===== src/rtl/module_rca_accumulator_pkg.sv =====
// rtl/module_rca_accumulator_pkg.sv - shared types and defaults for the RCA accumulator
package pkg_rca_accumulator;

    localparam int ACCWIDE_DEFAULT = 64;
    localparam int NOPS_DEFAULT    = 4;

    typedef enum logic [1:0] {
        IDLE  = 2'd0,
        ACCUM = 2'd1,
        DONE  = 2'd2
    } acc_state_t;

endpackage


===== src/rtl/module_rca_accumulator_rca.sv =====
// rtl/module_rca_accumulator_rca.sv - ripple-carry adder built from single-bit full adders

module module_bit_full_adder (
    input  logic a_i,
    input  logic b_i,
    input  logic c_i,
    output logic s_o,
    output logic c_o
);

    // One bit of sum and carry-out.
    always_comb begin
        s_o = a_i ^ b_i ^ c_i;
        c_o = (a_i & b_i) | (a_i & c_i) | (b_i & c_i);
    end

endmodule

module module_ripple_carry_adder #(
    parameter int RCAWIDE = 64
) (
    input  logic [RCAWIDE-1:0] a_i,
    input  logic [RCAWIDE-1:0] b_i,
    input  logic               carry_i,
    output logic [RCAWIDE-1:0] sum_o,
    output logic               carry_o
);

    logic [RCAWIDE:0] carry_chain;

    assign carry_chain[0] = carry_i;
    assign carry_o        = carry_chain[RCAWIDE];

    // Carry ripples from bit 0 upward through one full adder per bit.
    for (genvar i = 0; i < RCAWIDE; i++) begin : g_bit
        module_bit_full_adder u_fa (
            .a_i (a_i[i]),
            .b_i (b_i[i]),
            .c_i (carry_chain[i]),
            .s_o (sum_o[i]),
            .c_o (carry_chain[i+1])
        );
    end

endmodule


===== src/rtl/module_rca_accumulator.sv =====
// rtl/module_rca_accumulator.sv - multi-operand accumulator over a ripple-carry adder
module module_rca_accumulator
    import pkg_rca_accumulator::*;
#(
    parameter int ACCWIDE = ACCWIDE_DEFAULT,
    parameter int NOPS    = NOPS_DEFAULT,
    parameter int CNTWIDE = $clog2(NOPS + 1)
) (
    input  logic               clk_i,
    input  logic               rst_i,
    input  logic               clear_i,
    input  logic [ACCWIDE-1:0] op_i,
    input  logic               op_valid_i,
    output logic               op_ready_o,
    output logic [ACCWIDE-1:0] sum_o,
    output logic               overflow_o,
    output logic [CNTWIDE-1:0] count_o,
    output logic               sum_valid_o,
    input  logic               sum_ready_i
);

    if (ACCWIDE < 2) begin : g_bad_width
        $error("ACCWIDE must be at least 2");
    end
    if (NOPS < 1) begin : g_bad_nops
        $error("NOPS must be at least 1");
    end

    localparam logic [CNTWIDE-1:0] COUNT_LAST = CNTWIDE'(NOPS);

    acc_state_t         state_q, state_d;
    logic [ACCWIDE-1:0] acc_q, acc_d;
    logic [CNTWIDE-1:0] count_q, count_d;
    logic               ovf_q, ovf_d;
    logic [ACCWIDE-1:0] rca_sum;
    logic               rca_carry;
    logic [CNTWIDE-1:0] count_inc;
    logic               accept;

    // Ready is a pure state decode so it never depends on the downstream ready.
    assign op_ready_o  = (state_q != DONE);
    assign accept      = op_valid_i & op_ready_o;
    assign count_inc   = count_q + CNTWIDE'(1);

    assign sum_o       = acc_q;
    assign overflow_o  = ovf_q;
    assign count_o     = count_q;
    assign sum_valid_o = (state_q == DONE);

    module_ripple_carry_adder #(
        .RCAWIDE (ACCWIDE)
    ) u_rca (
        .a_i     (acc_q),
        .b_i     (op_i),
        .carry_i (1'b0),
        .sum_o   (rca_sum),
        .carry_o (rca_carry)
    );

    // Next-state: clear wins, then operand accept, then result handshake.
    always_comb begin
        state_d = state_q;
        acc_d   = acc_q;
        count_d = count_q;
        ovf_d   = ovf_q;
        if (clear_i) begin
            state_d = IDLE;
            acc_d   = '0;
            count_d = '0;
            ovf_d   = 1'b0;
        end else begin
            case (state_q)
                IDLE, ACCUM: begin
                    if (accept) begin
                        acc_d   = rca_sum;
                        ovf_d   = ovf_q | rca_carry;
                        count_d = count_inc;
                        state_d = (count_inc == COUNT_LAST) ? DONE : ACCUM;
                    end
                end
                DONE: begin
                    if (sum_ready_i) begin
                        state_d = IDLE;
                        acc_d   = '0;
                        count_d = '0;
                        ovf_d   = 1'b0;
                    end
                end
                default: begin
                    state_d = IDLE;
                    acc_d   = '0;
                    count_d = '0;
                    ovf_d   = 1'b0;
                end
            endcase
        end
    end

    // State, accumulator, counter and sticky overflow registers.
    always_ff @(posedge clk_i or posedge rst_i) begin
        if (rst_i) begin
            state_q <= IDLE;
            acc_q   <= '0;
            count_q <= '0;
            ovf_q   <= 1'b0;
        end else begin
            state_q <= state_d;
            acc_q   <= acc_d;
            count_q <= count_d;
            ovf_q   <= ovf_d;
        end
    end

endmodule


===== config.mk =====
export PLATFORM = sky130hd
export DESIGN_NAME = module_rca_accumulator
export DESIGN_NICKNAME = d
export VERILOG_FILES = /design/src/rtl/module_rca_accumulator_pkg.sv /design/src/rtl/module_rca_accumulator_rca.sv /design/src/rtl/module_rca_accumulator.sv
export SDC_FILE = /design/constraint.sdc
export NUM_CORES = 1
export LEC_CHECK = 0
export CORE_MARGIN = 4
export CORE_UTILIZATION = 25
export CTS_CLUSTER_DIAMETER = 200
export DETAILED_ROUTE_END_ITERATION = 16
export HOLD_SLACK_MARGIN = 0.02
export PLACE_DENSITY = 0.46
export SETUP_SLACK_MARGIN = 0.15
export SLEW_MARGIN = 10
export SYNTH_ARGS = -nofsm -noshare
export SYNTH_HDL_FRONTEND = slang
export SYNTH_SLANG_ARGS = --single-unit

===== constraint.sdc =====
create_clock -name clk_i -period 30.8 [get_ports clk_i]
set_input_delay 9.24 -clock clk_i [delete_from_list [all_inputs] [get_ports clk_i]]
set_output_delay 9.24 -clock clk_i [all_outputs]
set_load 0.005 [all_outputs]

==> impl_metrics.env <==
export IMPL_min_period_over_period=1.02
export IMPL_dr_total_vias=3011
export IMPL_cts_tree="done"
export IMPL_first_global_vias=3467
export IMPL_coreArea_sq_um=20200
export IMPL_rsz0062_at_grt="yes"
export IMPL_r2r_slack_ns=7.77
export IMPL_via_per_inst=3.87
export IMPL_critPathLaunchType="input port"
export IMPL_cts_root_buf="clkbuf_16"
export IMPL_postLayoutCellArea_sq_um=6760
export IMPL_clock_skew_ns=0.00974
export IMPL_hp_class="reg -> reg"
export IMPL_nNetsFinal=638
export IMPL_yosys_warnings=0
export IMPL_postRouteAntennaNets=0
export IMPL_die_w_um=151
export IMPL_syn_num_nets=565
export IMPL_place_area_sq_um=6420
export IMPL_p_leak_nw=2.72
export IMPL_synthArstFlopShare=1.00
export IMPL_netlist_area_sq_um=5120
export IMPL_synth_seq_area_share=0.342
export IMPL_cts_sinks=70
export IMPL_worstPathRequired_ns=31.04
export IMPL_dp_hpwl_um=7890
export IMPL_insertion_delay_ns=0.33
export IMPL_synth_area_leaders="dfrtp_1 (34%), fa_1 (25%), o2bb2ai_2 (12%)"
export IMPL_yosysUniqueCellTypes=27
export IMPL_violations="setup timing"
export IMPL_fin_util=0.335
export IMPL_hold_viol_final=0
export IMPL_wl_um=10900
export IMPL_crit_fanout=1
export IMPL_slowest_stage="fa_2"
export IMPL_final_common_cell="clkdlybuf4s50_1"
export IMPL_antenna_found_initial=0
export IMPL_synthCells=430
export IMPL_synth_top_area_frac=0.342
export IMPL_fillers=2044
export IMPL_power_per_cell_area_nw_per_um2=52.8
export IMPL_cp_num_buf_inv=3
export IMPL_power_mw=0.357
export IMPL_synth_edff_count=0
export IMPL_area_growth_pct=32.2
export IMPL_finalSetupViolCount=4
export IMPL_cts_hold_fix_buffers=0
export IMPL_cpPeakStageDelay_ns=0.37
export IMPL_run_status="finished, violations left"
export IMPL_yosys_area_top_type="dfrtp_1"
export IMPL_cts_buffer_depth=2
export IMPL_io_buffers=138
export IMPL_io_pins=139
export IMPL_slew_viol_final=0
export IMPL_ys_flop_type="dfrtp_1"
export IMPL_ir_worst_vdd_mv=0.0229
export IMPL_htree_levels=3
export IMPL_crit_type="in -> reg"
export IMPL_dr_pass1_iters=6
export IMPL_relSlewSlack=0.310
export IMPL_crit_top_cell="fa_2"
export IMPL_layout_common_cells="clkdlybuf4s50_1 (136), inv_1 (127), dfrtp_1 (70)"
export IMPL_start_util=0.254
export IMPL_end_kind="flip-flop"
export IMPL_die_height_um=151
export IMPL_syn_area_per_cell_sq_um=11.9
export IMPL_fp_row_count=52
export IMPL_grt_pass1_wl_um=18000
export IMPL_drt_iter0_drc=48
export IMPL_post_drt_wl_per_cell_um=14.0
export IMPL_finalCriticalPeriod_ns=31.56
export IMPL_worstPathArrival_ns=31.80
export IMPL_gp_congestion=0.723
export IMPL_diodes=0
export IMPL_cap_violations=0
export IMPL_synth_seq_cells=70
export IMPL_drc=0
export IMPL_worstMarginPinSlew_ns=1.04
export IMPL_clkTransAtPathRegs_ns=0.07
export IMPL_fin_ws_ns=-0.763
export IMPL_critPathTopFamily="adder cells"
export IMPL_dieArea_sq_um=22800
export IMPL_clock_fmax_ghz=0.0317
export IMPL_grt_max_degree=71
export IMPL_track_usage=0.101
export IMPL_cts_inserted_buffers=9
export IMPL_drive_above_1_share=0.264
export IMPL_grt_remaining_overflow=0
[layout make-up]
type | count | area [sq um] | share of cell area
tap | 270 | 338 | 0.0499
multi-input combinational | 151 | 2440 | 0.360
sequential | 70 | 1750 | 0.259
clock inverter | 6 | 109 | 0.0161
inverter | 131 | 493 | 0.0729
timing repair buffer | 140 | 1400 | 0.206
clock buffer | 10 | 239 | 0.0353
[stage by stage]
| stage | TNS (ns) | instances | setup slack, ns | hold WS (ns) |
|---|---|---|---|---|
| after floorplan | -0.586 | 430 | -0.300 | 0.479 |
| after global placement | -5.60 | 762 | -1.51 | 0.502 |
| after detailed placement | -5.88 | 762 | -1.58 | 0.503 |
| after CTS | -2.16 | 778 | -0.867 | 0.523 |
| after global routing | -3.90 | 778 | -1.26 | 0.531 |
| final | -1.96 | 778 | -0.763 | 0.522 |
[metal layers]
metal | wire length [um] | GRT usage
met2 | 5180 | 0.163
met4 | 120 | 0.0258
met1 | 4900 | 0.132
met5 | 0 | 0
met3 | 720 | 0.0344
[what timing repair did]
item,in CTS,in global routing
endpoints found under the setup margin,6,5
resized for setup,12,1
setup buffers,0,0
pin swaps,2,1
[report_power, final]
group	total [mW]	internal, mW	leakage [nW]	switching [mW]
Clock	0.123	0.0812	0.172	0.0414
Combinational	0.115	0.0652	1.61	0.0497
Sequential	0.119	0.106	0.932	0.0137
Total	0.357	0.252	2.72	0.105
[flip-flops by register name, summed over array words and instances, names as in the netlist]
name,flops
count_o,3
overflow_o,1
state_q,2
sum_o,64
[synth_stat cells, types with 2 or more instances]
library cell / count
a31oi_1: 3
buf_4: 64
o2bb2ai_1: 23
a22o_1: 2
buf_12: 4
fa_1: 63
dfrtp_1: 70
nand2_1: 4
inv_1: 131
o2bb2ai_2: 40
clkbuf_1: 3
buf_2: 6
ha_1: 3
[worst paths after layout]
path,to,cells after the start,startpoint
min,sum_o[20],1,sum_o[20]
max reg2reg,overflow_o,68,sum_o[0]
min reg2reg,sum_o[20],1,sum_o[20]
min in group asynchronous,sum_o[56],3,rst_i
max in group asynchronous,sum_o[13],3,rst_i
max,overflow_o,69,op_i[0]
[worst reg2reg max path, delay by kind of cell (launching register included)]
kind	cells	cell delay, ns
AO/OA/AOI/OAI	2	0.27
buffers and inverters	2	0.08
adder cells (fa/ha/maj)	64	22.16
flip-flops	1	0.42
[kinds of logic after synthesis]
kind of cell | Yosys count | synth area share
xor+xnor | 1 | 0.00171
buf+inv | 209 | 0.216
mux | 1 | 0.00220
fa+ha+maj | 66 | 0.254
simple gates | 11 | 0.0127
flops | 70 | 0.342
compound gates | 72 | 0.171
(Power assumes the default switching activity.)
